**config.mk**
```make
export PLATFORM = sky130hd
export DESIGN_NAME = pattern_detector_param
export DESIGN_NICKNAME = d
export VERILOG_FILES = /design/src/rtl/pattern_detector_param.sv
export SDC_FILE = /design/constraint.sdc
export NUM_CORES = 1
export LEC_CHECK = 0
export CAP_MARGIN = 10
export CORE_MARGIN = 1
export CORE_UTILIZATION = 48
export DETAILED_ROUTE_END_ITERATION = 6
export PLACE_DENSITY = 0.73
export SYNTH_ARGS = -nofsm -noshare
export SYNTH_HDL_FRONTEND = slang
export SYNTH_SLANG_ARGS = --single-unit
```
**constraint.sdc**
```tcl
create_clock -name clk -period 2.6 [get_ports clk]
set_clock_uncertainty 0.15 [all_clocks]
set_input_delay 0.78 -clock clk [delete_from_list [all_inputs] [get_ports clk]]
set_output_delay 0.78 -clock clk [all_outputs]
set_load 0.05 [all_outputs]
```
**src/rtl/pattern_detector_param.sv**
```systemverilog
// Serial pattern detector with a runtime-loadable pattern, optional overlapping
// detection and a saturating match counter.
module pattern_detector_param #(
   parameter int              PAT_W   = 5,
   parameter int              CNT_W   = 8,
   parameter logic [PAT_W-1:0] PAT_RST = PAT_W'(5'b11001)
) (
   input  logic                       clk,
   input  logic                       rst,
   input  logic                       d_in,
   input  logic                       valid_in,
   input  logic                       pat_load,
   input  logic [PAT_W-1:0]           pat_in,
   input  logic                       overlap_en,
   input  logic                       cnt_clr,
   output logic                       pattern_detected,
   output logic [$clog2(PAT_W+1)-1:0] match_level,
   output logic [CNT_W-1:0]           match_count
);

   localparam int LW = $clog2(PAT_W + 1);

   logic [PAT_W-1:0] pat;
   // The newest bit always comes straight from d_in, so PAT_W-1 stored bits
   // complete the longest window that ever has to be compared.
   logic [PAT_W-2:0] history;
   logic [PAT_W-1:0] hist_shift;
   logic [PAT_W-1:0] mask;
   logic             accept;
   logic             full_match;
   int               j_val;
   int               border_val;

   always_comb begin
      accept     = valid_in & ~pat_load;
      hist_shift = {history, d_in};
      mask       = '0;
      j_val      = 0;
      border_val = 0;
      // Longest matched prefix ending at the new bit; later hits override earlier.
      for (int j = 1; j <= PAT_W; j++) begin
         mask = {PAT_W{1'b1}} >> (PAT_W - j);
         if ((j <= int'(match_level) + 1) &&
             ((hist_shift & mask) == ((pat >> (PAT_W - j)) & mask)))
            j_val = j;
      end
      // Longest proper border of the current pattern, used to resume after a hit.
      for (int b = 1; b < PAT_W; b++) begin
         mask = {PAT_W{1'b1}} >> (PAT_W - b);
         if (((pat >> (PAT_W - b)) & mask) == (pat & mask))
            border_val = b;
      end
      full_match = accept && (j_val == PAT_W);
   end

   always_ff @(posedge clk or negedge rst) begin
      if (!rst) begin
         pat              <= PAT_RST;
         history          <= '0;
         match_level      <= '0;
         pattern_detected <= 1'b0;
      end else if (pat_load) begin
         pat              <= pat_in;
         history          <= '0;
         match_level      <= '0;
         pattern_detected <= 1'b0;
      end else if (valid_in) begin
         pattern_detected <= full_match;
         if (full_match && !overlap_en) begin
            history     <= '0;
            match_level <= '0;
         end else if (full_match) begin
            history     <= hist_shift[PAT_W-2:0];
            match_level <= LW'(border_val);
         end else begin
            history     <= hist_shift[PAT_W-2:0];
            match_level <= LW'(j_val);
         end
      end else begin
         pattern_detected <= 1'b0;
      end
   end

   // A clear wins over a coincident detection; the count never wraps.
   always_ff @(posedge clk or negedge rst) begin
      if (!rst)
         match_count <= '0;
      else if (cnt_clr)
         match_count <= '0;
      else if (full_match && (match_count != {CNT_W{1'b1}}))
         match_count <= match_count + 1'b1;
   end

endmodule

```
==> results.yml <==
outcome:
  run_status: "finished, final reports clean"
timing:
  fmax_mhz: 394
  relSlewSlack_pct: 66.0
  whs_ns: 0.406
  period_share_pct: 97.6
  setup_tns_ns: 0
  worst_pin_slew_ns: 0.508
  finalHoldViolations: 0
  period_needed_ns: 2.54
  setup_viol: 0
  final_max_slew_viol_count: 0
  setup_ws_ns: 0.0631
placed_design:
  dpl_cell_area_um2: 1640
  dp_cells: 191
  gp_congestion: 0.738
  dpl.hpwl_um: 2040
  post-place-ws_ns: -0.197
  port-buffer-count: 23
global_route:
  grt_overflow: 0
  grt_max_degree: 22
  grt_first_pass_wirelength_um: 4620
  antenna_found_initial: 0
  grt_pass1_vias: 1072
  grtUsageTotal_pct: 21.6
drt:
  first_pass_iters: 4
  vias: 1095
  drt-total-wl_um: 2740
  ant_nets: 0
  drt_iter0_drc: 23
  viasPerCell: 5.56
  drc_errors: 0
  wire_per_inst_um: 13.9
setup_path:
  end_kind: "primary output"
  reg2reg_depth: 7
  cp_top_family: "buffers and inverters"
  path_class: "reg2out"
  critical_path_buf_inv_count: 1
  r2r-end: "match_count[4]"
  critical_path.max_stage_delay_ns: 0.85
  ff2ff_setup_slack_ns: 0.08
  cp_num_cells: 1
  cp_data_arrival_time_ns: 1.61
  critical_path.max_fanout: 6
  crit_path_cell_trace: "clkdlybuf4s50_1"
  critPathLaunchType: "flop"
  reg2reg_from: "match_level[0]"
  cp.required_ns: 1.67
  crit_slowest_cell: "clkdlybuf4s50_1"
cts:
  clk_pin_slew_ns: 0.12
  clock_sinks: 21
  clockRootBuffer: "clkbuf_4"
  worstSkewPairLatency_ns: 0.31
  cts_hold_buf: 0
  htreeDepth: 1
  tritoncts.num_buffers: 3
  cts_tree: "yes"
  clk_path_buf_depth: 2
hold_path:
  hold_start: "history[3]"
  min_path_cells: 1
  hp-class: "reg2reg"
  hold_path_end: "history[3]"
finish:
  instances_no_fill: 197
  diodes: 0
  multiInputGateArea_um2: 752
  nNetsFinal: 184
  fin_area_um2: 1700
  area_growth_pct: 26.8
  post-route-util_pct: 66.2
  n_fill_cell: 222
  register_area_um2: 531
  drive_above_1_share_pct: 21.0
  layout_common_cells: "21 x clkdlybuf4s50_1, 17 x dfrtp_1, 13 x buf_4"
  mostFrequentLayoutCell: "clkdlybuf4s50_1"
power_and_ir_drop:
  power.density_nw_per_um2: 394
  peakVddDrop_v: 0.000311
  p_leak_nw: 0.759
  p_total_mw: 0.669
floorplan:
  start_util_pct: 52.2
  num_io_pins: 24
  num_rows: 18
  coreArea_um2: 2570
  die_width_um: 54.8
  die_h_um: 54.8
  dieArea_um2: 3010
yosys:
  ys_seq_elements: 21
  synthFlopType: "dfrtp_1"
  async_flop_share_pct: 100
  synth_edf_count: 0
  synth_cells: 136
  ys_seq_area_share_pct: 39.5
  synth_area_um2: 1340
  avgSynthCellArea_um2: 9.85
  syn_nets: 152
  ys_types: 42
  yosys_warnings: 0
flow_run:
  cap_violations: 0
## worst max path at each step
stage	start	to
floorplan	match_level[1]	match_count[5]
global placement	d_in	match_count[4]
detailed placement	d_in	match_count[4]
CTS	match_count[0]	match_count[0]
global route	match_level[0]	match_count[4]
finish	match_count[2]	match_count[2]
## area by class of cell
| class | instances | area share, % |
|---|---|---|
| Inverter | 5 | 1.10 |
| Multi-Input combinational cell | 101 | 44.3 |
| Clock buffer | 3 | 1.33 |
| Sequential cell | 21 | 31.2 |
| Clock inverter | 1 | 0.295 |
| Tap cell | 30 | 2.21 |
| Timing Repair Buffer | 36 | 19.6 |
## cells by family (layout without fill, tap and decap cells)
kind of cell               count (synthesis)  after routing  share of synthesized area (%)
muxes                                      7              7                           5.79
xor gates and xnor gates                  16             16                           10.5
adders and majority gates                  4              4                           3.73
and+or+nand+nor                           46             46                           17.7
buffers and inverters                     14             45                           5.51
DFF                                       21             21                           39.5
AOI/OAI and AO/OA                         28             28                           17.3
## repair_timing
action / 4_1_cts / 5_1_grt
setup buffers: 0 / 2
endpoints found under the hold margin: 0 / 0
gates resized for setup: 0 / 4
endpoints found under the setup margin: 0 / 5
## registers in the layout, summed over array words and instances, names as in the netlist
signal / flops
match_level: 3
pattern_detected: 1
history: 4
pat: 5
match_count: 8
## routing by layer
metal | vias up | track usage (%) | share of wire [%]
met5 | - | 0 | 0
met4 | 0 | 7.26 | 1.1
met3 | 4 | 3.33 | 3.5
met2 | 27 | 34.7 | 46
met1 | 519 | 29.0 | 49
li1 | 545 | - | -
## power by group
| part | switching [mW] | internal [mW] |
|---|---|---|
| clock | 0.103 | 0.0574 |
| sequential | 0.0211 | 0.342 |
| combinational | 0.0699 | 0.0753 |
| total | 0.194 | 0.475 |
## Yosys cell counts, types with 4 or more instances
master | instances | area share (%)
dfrtp_1 | 18 | 34
nand2_1 | 11 | 3.1
xor2_1 | 10 | 6.5
nand3_1 | 8 | 3.0
nor2_1 | 8 | 2.2
mux2_2 | 6 | 5.0
o21ai_0 | 6 | 2.2
xnor2_1 | 6 | 3.9
a21oi_1 | 5 | 1.9
a22o_1 | 5 | 3.3
inv_1 | 5 | 1.4
ha_1 | 4 | 3.7
Power figures use the tool's default switching activity.
